<file path="config.mk">
export PLATFORM = sky130hd
export DESIGN_NAME = fn_equiv_sweep_ctrl_flat
export DESIGN_NICKNAME = d
export VERILOG_FILES = /design/src/rtl/fn_equiv_pkg.sv /design/src/rtl/fn_equiv_sweep_ctrl_if.sv /design/src/rtl/fn_equiv_settle_timer.sv /design/src/rtl/fn_equiv_sweep_ctrl.sv /design/src/flat_wrapper.sv
export SDC_FILE = /design/constraint.sdc
export NUM_CORES = 1
export LEC_CHECK = 0
export ABC_AREA = 1
export BUFFER_PORTS_ARGS = -buffer_cell sky130_fd_sc_hd__clkbuf_2
export CELL_PAD_IN_SITES_DETAIL_PLACEMENT = 1
export CELL_PAD_IN_SITES_GLOBAL_PLACEMENT = 1
export CORE_MARGIN = 1
export CORE_UTILIZATION = 30
export CTS_CLUSTER_SIZE = 28
export DETAILED_ROUTE_END_ITERATION = 10
export HOLD_SLACK_MARGIN = 0.02
export PLACE_DENSITY = 0.69
export SYNTH_ARGS = -nofsm -noshare
export SYNTH_HDL_FRONTEND = slang
export SYNTH_HIERARCHICAL = 1
export SYNTH_SLANG_ARGS = --single-unit
export TNS_END_PERCENT = 1
</file>
<file path="constraint.sdc">
create_clock -name clk -period 2.56 [get_ports clk]
set_input_delay 0.512 -clock clk [delete_from_list [all_inputs] [get_ports clk]]
set_output_delay 0.512 -clock clk [all_outputs]
set_load 0.05 [all_outputs]
</file>
<file path="src/rtl/fn_equiv_pkg.sv">
// Shared types and constants for the NAND/NOR functional-equivalence sweep controller.
// F is the 4-input function whose golden truth table both gate-level blocks must reproduce.
package fn_equiv_pkg;

  localparam int NUM_VEC = 16;
  localparam int VEC_W   = 4;
  localparam int CNT_W   = $clog2(NUM_VEC);
  localparam int MISS_W  = VEC_W + 1;

  localparam logic [NUM_VEC-1:0] F_GOLDEN_DEFAULT = 16'h1F55;

  typedef enum logic [1:0] {
    IDLE,
    SETTLE,
    SAMPLE,
    DONE
  } state_e;

endpackage

</file>
<file path="src/rtl/fn_equiv_sweep_ctrl_if.sv">
// Handshake, stimulus and result bundle between the sweep controller and its user.
// The controller side takes the slave modport; the requester/implementation side takes master.
interface fn_equiv_sweep_ctrl_if;
  import fn_equiv_pkg::*;

  logic               start;
  logic               abort;
  logic [VEC_W-1:0]   vec_o;
  logic               f_nand_i;
  logic               f_nor_i;
  logic               busy;
  logic               done;
  logic               pass;
  logic [MISS_W-1:0]  mismatch_cnt;
  logic               first_fail_valid;
  logic [VEC_W-1:0]   first_fail_idx;
  logic [NUM_VEC-1:0] tt_nand;
  logic [NUM_VEC-1:0] tt_nor;

  modport slave (
    input  start, abort, f_nand_i, f_nor_i,
    output vec_o, busy, done, pass, mismatch_cnt,
           first_fail_valid, first_fail_idx, tt_nand, tt_nor
  );

  modport master (
    output start, abort, f_nand_i, f_nor_i,
    input  vec_o, busy, done, pass, mismatch_cnt,
           first_fail_valid, first_fail_idx, tt_nand, tt_nor
  );

endinterface

</file>
<file path="src/rtl/fn_equiv_settle_timer.sv">
// Loadable down-counter that flags the last cycle of the settle window.
// expire is high while the count is 1, so the caller can move on at that edge.
module fn_equiv_settle_timer
  import fn_equiv_pkg::*;
#(
  parameter int W = CNT_W
) (
  input  logic         clk,
  input  logic         rst_n,
  input  logic         load,
  input  logic [W-1:0] load_val,
  input  logic         dec,
  output logic         expire
);

  logic [W-1:0] count_q;
  logic [W-1:0] count_d;

  always_comb begin
    count_d = count_q;
    if (load) begin
      count_d = load_val;
    end else if (dec && (count_q != '0)) begin
      count_d = count_q - W'(1);
    end
  end

  always_ff @(posedge clk or negedge rst_n) begin
    if (!rst_n) begin
      count_q <= '0;
    end else begin
      count_q <= count_d;
    end
  end

  assign expire = (count_q == W'(1));

endmodule

</file>
<file path="src/rtl/fn_equiv_sweep_ctrl.sv">
// Drives all 16 minterms into the NAND-only and NOR-only F blocks, captures both outputs
// after a settle window and scores them against the golden truth table.
module fn_equiv_sweep_ctrl
  import fn_equiv_pkg::*;
#(
  parameter int                 SETTLE_CYCLES = 2,
  parameter logic [NUM_VEC-1:0] GOLDEN        = F_GOLDEN_DEFAULT
) (
  input logic                  clk,
  input logic                  rst_n,
  fn_equiv_sweep_ctrl_if.slave bus
);

  localparam logic [CNT_W-1:0] SETTLE_LOAD = CNT_W'(SETTLE_CYCLES);
  localparam logic [VEC_W-1:0] LAST_IDX    = VEC_W'(NUM_VEC - 1);

  state_e             state_q, state_d;
  logic [VEC_W-1:0]   idx_q, idx_d;
  logic [NUM_VEC-1:0] tt_nand_q, tt_nand_d;
  logic [NUM_VEC-1:0] tt_nor_q, tt_nor_d;
  logic [MISS_W-1:0]  mismatch_q, mismatch_d;
  logic               ff_valid_q, ff_valid_d;
  logic [VEC_W-1:0]   ff_idx_q, ff_idx_d;
  logic               pass_q, pass_d;

  logic timer_load;
  logic timer_dec;
  logic timer_expire;
  logic sample_fail;

  fn_equiv_settle_timer #(
    .W(CNT_W)
  ) u_settle_timer (
    .clk      (clk),
    .rst_n    (rst_n),
    .load     (timer_load),
    .load_val (SETTLE_LOAD),
    .dec      (timer_dec),
    .expire   (timer_expire)
  );

  always_comb begin
    state_d     = state_q;
    idx_d       = idx_q;
    tt_nand_d   = tt_nand_q;
    tt_nor_d    = tt_nor_q;
    mismatch_d  = mismatch_q;
    ff_valid_d  = ff_valid_q;
    ff_idx_d    = ff_idx_q;
    pass_d      = pass_q;
    timer_load  = 1'b0;
    timer_dec   = 1'b0;
    sample_fail = (bus.f_nand_i != GOLDEN[idx_q]) || (bus.f_nor_i != GOLDEN[idx_q]);

    case (state_q)
      IDLE: begin
        if (bus.start && !bus.abort) begin
          idx_d      = '0;
          tt_nand_d  = '0;
          tt_nor_d   = '0;
          mismatch_d = '0;
          ff_valid_d = 1'b0;
          ff_idx_d   = '0;
          pass_d     = 1'b0;
          timer_load = 1'b1;
          state_d    = SETTLE;
        end
      end
      SETTLE: begin
        if (bus.abort) begin
          state_d = IDLE;
        end else begin
          timer_dec = 1'b1;
          if (timer_expire) begin
            state_d = SAMPLE;
          end
        end
      end
      SAMPLE: begin
        // An abort here discards the sample so partial results stay as they were.
        if (bus.abort) begin
          state_d = IDLE;
        end else begin
          tt_nand_d[idx_q] = bus.f_nand_i;
          tt_nor_d[idx_q]  = bus.f_nor_i;
          if (sample_fail) begin
            mismatch_d = mismatch_q + MISS_W'(1);
            if (!ff_valid_q) begin
              ff_valid_d = 1'b1;
              ff_idx_d   = idx_q;
            end
          end
          if (idx_q == LAST_IDX) begin
            state_d = DONE;
          end else begin
            idx_d      = idx_q + VEC_W'(1);
            timer_load = 1'b1;
            state_d    = SETTLE;
          end
        end
      end
      DONE: begin
        pass_d  = (mismatch_q == '0);
        state_d = IDLE;
      end
      default: begin
        state_d = IDLE;
      end
    endcase
  end

  always_ff @(posedge clk or negedge rst_n) begin
    if (!rst_n) begin
      state_q    <= IDLE;
      idx_q      <= '0;
      tt_nand_q  <= '0;
      tt_nor_q   <= '0;
      mismatch_q <= '0;
      ff_valid_q <= 1'b0;
      ff_idx_q   <= '0;
      pass_q     <= 1'b0;
    end else begin
      state_q    <= state_d;
      idx_q      <= idx_d;
      tt_nand_q  <= tt_nand_d;
      tt_nor_q   <= tt_nor_d;
      mismatch_q <= mismatch_d;
      ff_valid_q <= ff_valid_d;
      ff_idx_q   <= ff_idx_d;
      pass_q     <= pass_d;
    end
  end

  assign bus.vec_o            = idx_q;
  assign bus.busy             = (state_q == SETTLE) || (state_q == SAMPLE);
  assign bus.done             = (state_q == DONE);
  assign bus.pass             = pass_q;
  assign bus.mismatch_cnt     = mismatch_q;
  assign bus.first_fail_valid = ff_valid_q;
  assign bus.first_fail_idx   = ff_idx_q;
  assign bus.tt_nand          = tt_nand_q;
  assign bus.tt_nor           = tt_nor_q;

endmodule

</file>
<file path="src/flat_wrapper.sv">
// flat-port wrapper written by rule: the top's interface ports become plain ports
module fn_equiv_sweep_ctrl_flat import fn_equiv_pkg::*;
#(
  parameter int                 SETTLE_CYCLES = 2,
  parameter logic [NUM_VEC-1:0] GOLDEN        = F_GOLDEN_DEFAULT
)
  (clk, rst_n, bus_start, bus_abort, bus_f_nand_i, bus_f_nor_i, bus_vec_o, bus_busy, bus_done, bus_pass, bus_mismatch_cnt, bus_first_fail_valid, bus_first_fail_idx, bus_tt_nand, bus_tt_nor);
  fn_equiv_sweep_ctrl_if bus_i ();
  input logic clk;
  input logic rst_n;
  input wire logic [$bits(bus_i.start)-1:0] bus_start;
  input wire logic [$bits(bus_i.abort)-1:0] bus_abort;
  input wire logic [$bits(bus_i.f_nand_i)-1:0] bus_f_nand_i;
  input wire logic [$bits(bus_i.f_nor_i)-1:0] bus_f_nor_i;
  output wire logic [$bits(bus_i.vec_o)-1:0] bus_vec_o;
  output wire logic [$bits(bus_i.busy)-1:0] bus_busy;
  output wire logic [$bits(bus_i.done)-1:0] bus_done;
  output wire logic [$bits(bus_i.pass)-1:0] bus_pass;
  output wire logic [$bits(bus_i.mismatch_cnt)-1:0] bus_mismatch_cnt;
  output wire logic [$bits(bus_i.first_fail_valid)-1:0] bus_first_fail_valid;
  output wire logic [$bits(bus_i.first_fail_idx)-1:0] bus_first_fail_idx;
  output wire logic [$bits(bus_i.tt_nand)-1:0] bus_tt_nand;
  output wire logic [$bits(bus_i.tt_nor)-1:0] bus_tt_nor;
  assign bus_i.start = bus_start;
  assign bus_i.abort = bus_abort;
  assign bus_i.f_nand_i = bus_f_nand_i;
  assign bus_i.f_nor_i = bus_f_nor_i;
  assign bus_vec_o = bus_i.vec_o;
  assign bus_busy = bus_i.busy;
  assign bus_done = bus_i.done;
  assign bus_pass = bus_i.pass;
  assign bus_mismatch_cnt = bus_i.mismatch_cnt;
  assign bus_first_fail_valid = bus_i.first_fail_valid;
  assign bus_first_fail_idx = bus_i.first_fail_idx;
  assign bus_tt_nand = bus_i.tt_nand;
  assign bus_tt_nor = bus_i.tt_nor;
  fn_equiv_sweep_ctrl #(.SETTLE_CYCLES(SETTLE_CYCLES), .GOLDEN(GOLDEN)) u_core (.clk(clk), .rst_n(rst_n), .bus(bus_i));
endmodule
</file>
==> reports/metrics.csv, run 1 <==
stage,metric,value,unit
clock_network,# clock sinks,53,
placement,dpl hpwl,5.62,mm
clock_network,number of H-tree levels,2,
grt,grt met1 use,21.3,%
floorplanning,Die Area,9750,µm²
timing,Setup Skew,0.0142,ns
placement,GP Congestion,0.844,
cells_and_area,number of diodes,0,
timing,Final setup violation count,0,
power_and_ir_drop,P per Cell Area,863,nW/µm²
floorplanning,I/O pin total,55,
clock_network,clock buffer depth,2,
synthesis,count of cell types in the netlist,33,
synthesis,register bit count reported by yosys,53,
job,Max Cap Violations,0,
setup_path,Worst Reg-to-Reg Cells,9,
floorplanning,Initial Util,31.6,%
grt,initial antenna violation count,0,
grt,vias in the first global route,2550,
clock_network,CTS root buffer,clkbuf_8,
cells_and_area,layout filler cell count,1088,
setup_path,crit-path max FO,32,
setup_path,CP Data Arrival Time,2.38,ns
timing,Max Clk Rate,0.459,GHz
synthesis,asr flop ratio synth,100,%
timing,"Hold Vio Cnt, Final",0,
grt,GRT overflow,0,
setup_path,worst path required time,2.76,ns
routing,WL per Instance,14.7,µm
setup_path,Setup Crit Path Kind,register to register,
floorplanning,row cnt,34,
power_and_ir_drop,Final Power,2.83,mW
grt,routing usage on met2,28.7,%
clock_network,TritonCTS Buffers,5,
clock_network,clk slew on worst S/H paths,0.11,ns
setup_path,startpoint class of the critical path,register,
timing,Tcrit/Tclk final,85.1,%
clock_network,post_cts resized,0,
grt,largest net degree at the start of global routing,33,
routing,drt pass-1 iters,4,
clock_network,Post-CTS Hold Buffers,0,
clock_network,Clock Latency Late Sink,0.32,ns
setup_path,crit end category,register,
synthesis,Mapped Avg Cell Area,8.19,µm²
routing,final wirelength,7.47,mm
timing,RSZ-0062 raised after global routing,no,
floorplanning,Die Wd,98.8,µm
run_status,outcome,completed,
synthesis,number of enable flip-flop cells after synthesis,0,
routing,Vias/cell,4.82,
synthesis,Yosys warning count,6,
placement,IO Port Bufs,54,
cells_and_area,Layout Nets,416,
grt,met3 Track Usage GR,3.55,%
cells_and_area,final core occ,36.9,%
floorplanning,Core ar.,8890,µm²
routing,DRC errors left,0,
grt,gr usage total,16.6,%
cells_and_area,layout cell share with drive strength beyond 1,21.3,%
clock_network,CTS tree,done,
timing,"Min Clock Period, post-route",2.18,ns
power_and_ir_drop,Leak,1.63,nW
timing,TNS Setup,0,ns
timing,Rel. slew slack,48.8,%
cells_and_area,Syn-to-layout area delta,16.7,%
grt,first-pass GRT wire length,12.9,mm
synthesis,"Seq/Total Area, Yosys",47.2,%
synthesis,"Cell Area, Synth",2810,µm²
hold_path,worst hold path class,input pin to asynchronous set/reset pin,
synthesis,Synth Flop Type,dfrtp_1,
floorplanning,Die H,98.8,µm
routing,DRT iter0 DRCs,74,
timing,Worst Tran Pin Value,0.768,ns
synthesis,Synth Instances,343,
clock_network,Setup Buffers After CTS,0,
routing,routed via count,2444,
power_and_ir_drop,VDD IR max,0.000484,V
grt,grt peak-use layer,met2,
timing,max-slew violation count,0,
routing,Routed Antenna Nets,0,
metal layers:
metal,vias to the layer above,routed length [µm],part of all wire [%]
met4,0,45,0.60
met3,5,220,2.9
li1,1209,-,-
met5,-,0,0
met1,1187,3500,47
met2,43,3710,50
stage by stage:
stage	worst slack [ns]	area [µm²]	instances	hold WS [ns]
CTS	0.376	3280	507	0.273
finish	0.381	3280	507	0.242
global route	0.125	3280	507	0.299
detailed placement	0.384	3170	499	0.465
global placement	0.514	3170	499	0.458
floorplan	0.399	2820	345	0.216
power breakdown:
part	switching (mW)	internal [mW]	leakage [nW]	total [mW]
registers	0.0842	0.922	0.729	1.01
logic	0.918	0.314	0.844	1.23
clock network	0.299	0.294	0.0554	0.593
total	1.30	1.53	1.63	2.83
critical path, stage by stage (launching register included):
cell	delay [ns]
dfrtp_1	0.42
inv_1	0.12
ha_1	0.41
nand2_2	0.14
nand2_2	0.08
nand2_2	0.19
inv_4	0.32
nand2_2	0.21
nand2_1	0.10
o21ai_1	0.07
sequential cells by signal, indices dropped and copies added (netlist names):
signal                         count
u_core/bus.tt_nor                 16
u_core/bus.vec_o                   4
u_core/bus.first_fail_idx          4
u_core/bus.mismatch_cnt            5
u_core/state_q                     2
u_core/bus.tt_nand                16
u_core/u_settle_timer/count_q      4
u_core/bus.pass                    1
u_core/bus.first_fail_valid        1
final timing paths:
path	from	to	slack [ns]
max	u_core/state_q[0]	u_core/bus.first_fail_valid	0.38
max reg2reg	u_core/state_q[0]	u_core/bus.first_fail_valid	0.38
min in group clk	u_core/bus.first_fail_idx[1]	u_core/bus.first_fail_idx[1]	0.48
min	rst_n	u_core/bus.tt_nand[11]	0.24
max in group asynchronous	rst_n	u_core/bus.tt_nor[3]	1.52
min reg2reg	u_core/bus.first_fail_idx[1]	u_core/bus.first_fail_idx[1]	0.48
cell usage in the layout (no fill, tap or decap), drive strengths merged:
cell	instances
a21oi	5
o31ai	2
xnor2	1
clkinv	1
nand3	26
nor2	16
bufinv	1
clkbuf	60
nand3b	1
nor3b	1
or2	1
buf	6
nand2	118
nand4	4
a22oi	1
o21a	1
xor2	4
inv	25
nor4	1
dfrtp	53
nor3	1
ha	12
o21ai	54
conb	4
synth_stat cells, types with 2 or more instances:
cell type / instances / area share [%]
inv_1: 22 / 2.9
nor2_2: 2 / 0.45
o21ai_1: 39 / 6.9
nor2_1: 13 / 1.7
ha_1: 12 / 5.3
o31ai_1: 2 / 0.53
inv_4: 2 / 0.45
o21ai_0: 15 / 2.7
xor2_1: 4 / 1.2
nand2_1: 112 / 15
nand3_1: 22 / 3.9
nand2_2: 6 / 1.3
a21oi_1: 4 / 0.71
buf_6: 5 / 2.0
nand3_2: 4 / 1.4
conb_1: 2 / 0.27
nand4_1: 4 / 0.89
buf_4: 2 / 0.53
dfrtp_1: 53 / 47
clkbuf_1: 5 / 0.67
cells by family (layout without fill, tap and decap cells):
family | after synthesis | after routing | synth area share, %
adder cells (fa/ha/maj) | 12 | 12 | 5.35
AND/OR/NAND/NOR | 169 | 169 | 26.6
buffers and inverters | 39 | 93 | 7.04
other | 2 | 4 | 0.267
XOR/XNOR | 5 | 5 | 1.56
AO/OA/AOI/OAI | 63 | 63 | 12.0
flip-flops | 53 | 53 | 47.2
layout make-up:
| type | instances | area [µm²] | share of cell area [%] |
|---|---|---|---|
| flip-flops and latches | 53 | 1330 | 40.4 |
| multi-input cells | 253 | 1290 | 39.4 |
| repair buffers | 60 | 315 | 9.61 |
| well taps | 108 | 135 | 4.12 |
| inverters | 25 | 98.8 | 3.01 |
| clock buffers | 6 | 72.6 | 2.21 |
| clock inverters | 2 | 38.8 | 1.18 |
No activity file was read; power rests on OpenSTA's default activity.
==> run 2, diff against run 1 <==
MAX_ROUTING_LAYER = met4   (was not set)
==> run 2 against run 1 <==
  * Fmax rose by 8.4%
  * Non-clock buffer count rose by 1
  * Clock power fell by 18%
  * Utilization fell by 0.14 points
  * Final cell count rose by 0.20%
  * Sequential share of layout area rose by 0.15 points
  * Die area did not move
  * Final area fell by 0.38%
  * Setup slack improved by 0.17 ns
  * Largest cell class unchanged
==> reports/metrics.csv, run 2 (synthesis gave the netlist of run 1 again) <==
stage,metric,value,unit,change
setup_path,startpoint class of the critical path,register,,unchanged
clock_network,clk slew on worst S/H paths,0.10,ns,was 0.11 ns
floorplanning,Die Wd,98.8,µm,unchanged
run_status,outcome,completed,,unchanged
placement,dpl hpwl,5.47,mm,was 5.62 mm
cells_and_area,Register Area,1330,µm²,unchanged
setup_path,CP top delay family,buffers and inverters,,was simple AND/OR/NAND/NOR gates
cells_and_area,number of diodes,0,,unchanged
timing,max-slew violation count,0,,unchanged
timing,Max Clk Rate,0.498,GHz,was 0.459 GHz
job,Max Cap Violations,0,,unchanged
power_and_ir_drop,Logic pwr share,45.6,%,was 43.5%
timing,Tcrit/Tclk final,78.5,%,was 85.1%
routing,final wirelength,7.22,mm,was 7.47 mm
setup_path,Worst Path Buf+Inv,3,,was 2
power_and_ir_drop,P per Cell Area,837,nW/µm²,was 863 nW/µm²
timing,Setup Skew,0.00782,ns,was 0.0142 ns
power_and_ir_drop,Pint,1.44,mW,was 1.53 mW
routing,DRC errors left,0,,unchanged
setup_path,worst-path cell chain,"inv_1, ha_1, inv_4, nand2_1, nand2_2, nand2_2, inv_4, o21ai_0, nand2_1, o21ai_1",,"was inv_1, ha_1, nand2_2, nand2_2, nand2_2, inv_4, nand2_2, nand2_1, o21ai_1"
setup_path,critical path's slowest cell,dfrtp_1,,unchanged
setup_path,worst path required time,2.76,ns,about the same
grt,GRT overflow,0,,unchanged
setup_path,CP Data Arrival Time,2.21,ns,was 2.38 ns
timing,"Min Clock Period, post-route",2.01,ns,was 2.18 ns
routing,Routed Antenna Nets,0,,unchanged
timing,"Hold Vio Cnt, Final",0,,unchanged
floorplanning,Initial Util,31.6,%,unchanged
timing,Rel. slew slack,48.8,%,about the same
cells_and_area,layout filler cell count,1102,,was 1088
routing,DRT iter0 DRCs,80,,was 74
routing,routed via count,2459,,was 2444
clock_network,clock buffer depth,2,,unchanged
placement,IO Port Bufs,54,,unchanged
grt,gr usage total,16.5,%,was 16.6%
power_and_ir_drop,Clk pwr share,17.8,%,was 21.0%
floorplanning,Die H,98.8,µm,unchanged
cells_and_area,Layout Nets,417,,was 416
floorplanning,Die Area,9750,µm²,unchanged
grt,vias in the first global route,2509,,was 2550
routing,Vias/cell,4.84,,was 4.82
floorplanning,row cnt,34,,unchanged
cells_and_area,"commonest non-fill, non-tap cell in the layout",nand2_1,,unchanged
timing,hold_ws,0.254,ns,was 0.242 ns
clock_network,TritonCTS Buffers,5,,unchanged
grt,largest net degree at the start of global routing,33,,unchanged
clock_network,number of H-tree levels,2,,unchanged
timing,Final setup violation count,0,,unchanged
timing,TNS Setup,0,ns,unchanged
hold_path,worst hold path class,input pin to asynchronous set/reset pin,,unchanged
power_and_ir_drop,Switching Share,47.5,%,was 45.9%
clock_network,# clock sinks,53,,unchanged
floorplanning,I/O pin total,55,,unchanged
clock_network,CTS root buffer,clkbuf_8,,unchanged
clock_network,CTS tree,done,,unchanged
setup_path,Setup Crit Path Kind,register to register,,unchanged
cells_and_area,footprint of the multi-input gates,1290,µm²,unchanged
timing,RSZ-0062 raised after global routing,no,,unchanged
power_and_ir_drop,Flop pwr share,36.6,%,was 35.5%
cells_and_area,"commonest non-fill, non-tap cells in the layout","nand2_1, clkbuf_2, dfrtp_1",,unchanged
setup_path,slowest cell delay on critical path,0.38,ns,was 0.42 ns
power_and_ir_drop,Leak,1.63,nW,about the same
cells_and_area,Syn-to-layout area delta,16.3,%,was 16.7%
clock_network,Post-CTS Hold Buffers,0,,unchanged
clock_network,Clock Latency Late Sink,0.32,ns,about the same
cells_and_area,layout cell share with drive strength beyond 1,21.8,%,was 21.3%
timing,Worst Tran Pin Value,0.767,ns,was 0.768 ns
clock_network,post_cts resized,0,,unchanged
setup_path,crit-path max FO,32,,unchanged
routing,WL per Instance,14.2,µm,was 14.7 µm
grt,first-pass GRT wire length,12.4,mm,was 12.9 mm
floorplanning,Core ar.,8890,µm²,unchanged
routing,drt pass-1 iters,4,,unchanged
placement,GP Congestion,0.801,,was 0.844
power_and_ir_drop,sw power,1.30,mW,about the same
clock_network,Setup Buffers After CTS,0,,unchanged
power_and_ir_drop,VDD IR max,0.000491,V,was 0.000484 V
setup_path,crit end category,register,,unchanged
grt,initial antenna violation count,0,,unchanged
run 2: cell count changes in the layout (fill, tap and decap cells not counted):
cell       previous run  this run
clkinv_4              1         2
buf_4                 6         7
clkinv_2              0         1
clkbuf_1              1         0
bufinv_16             1         0
run 2: final cells by class:
type	count	share of cell area, %
Sequential cell	53	40.6
Clock inverter	3	0.689
Clock buffer	5	2.11
Inverter	25	3.03
Tap cell	108	4.14
Multi-Input combinational cell	253	39.6
Timing Repair Buffer	61	9.88
run 2: worst paths after layout:
kind	endpoint	cells after the start	from	slack, ns
min in group clk	u_core/bus.first_fail_idx[0]	2	u_core/bus.first_fail_idx[0]	0.49
max in group asynchronous	u_core/bus.tt_nor[12]	2	rst_n	1.53
worst min register to register	u_core/bus.first_fail_idx[0]	2	u_core/bus.first_fail_idx[0]	0.49
worst max register to register	u_core/bus.tt_nand[7]	10	u_core/state_q[0]	0.55
worst max-delay path	u_core/bus.tt_nand[7]	10	u_core/state_q[0]	0.55
worst min-delay path	u_core/bus.tt_nor[11]	1	rst_n	0.25
run 2: power groups by stage:
stage / Clock (mW) / Sequential (mW) / Combinational [mW]
5_1_grt: 0.539 / 1.02 / 1.41
2_1_floorplan: 0 / 1.14 / 0.920
3_5_place_dp: 0 / 1.02 / 1.25
3_3_place_gp: 0 / 1.02 / 1.22
4_1_cts: 0.515 / 1.01 / 1.26
6_report: 0.487 / 1.00 / 1.25
run 2: per-stage QoR:
stage | worst slack (ns) | std cells | util, % | cell area [µm²] | power, mW
after floorplan | 0.399 | 345 | - | 2820 | 2.06
after global placement | 0.625 | 500 | 35.7 | 3180 | 2.24
after detailed placement | 0.537 | 500 | 35.7 | 3180 | 2.28
after CTS | 0.526 | 508 | 36.7 | 3270 | 2.78
after global routing | 0.328 | 508 | 36.7 | 3270 | 2.97
final | 0.551 | 508 | 36.7 | 3270 | 2.74
run 2: per-layer routing:
metal	track usage [%]	share of wire, %
met5	-	0
met4	4.48	1.1
met3	2.77	3.0
met2	27.8	49
met1	20.5	47
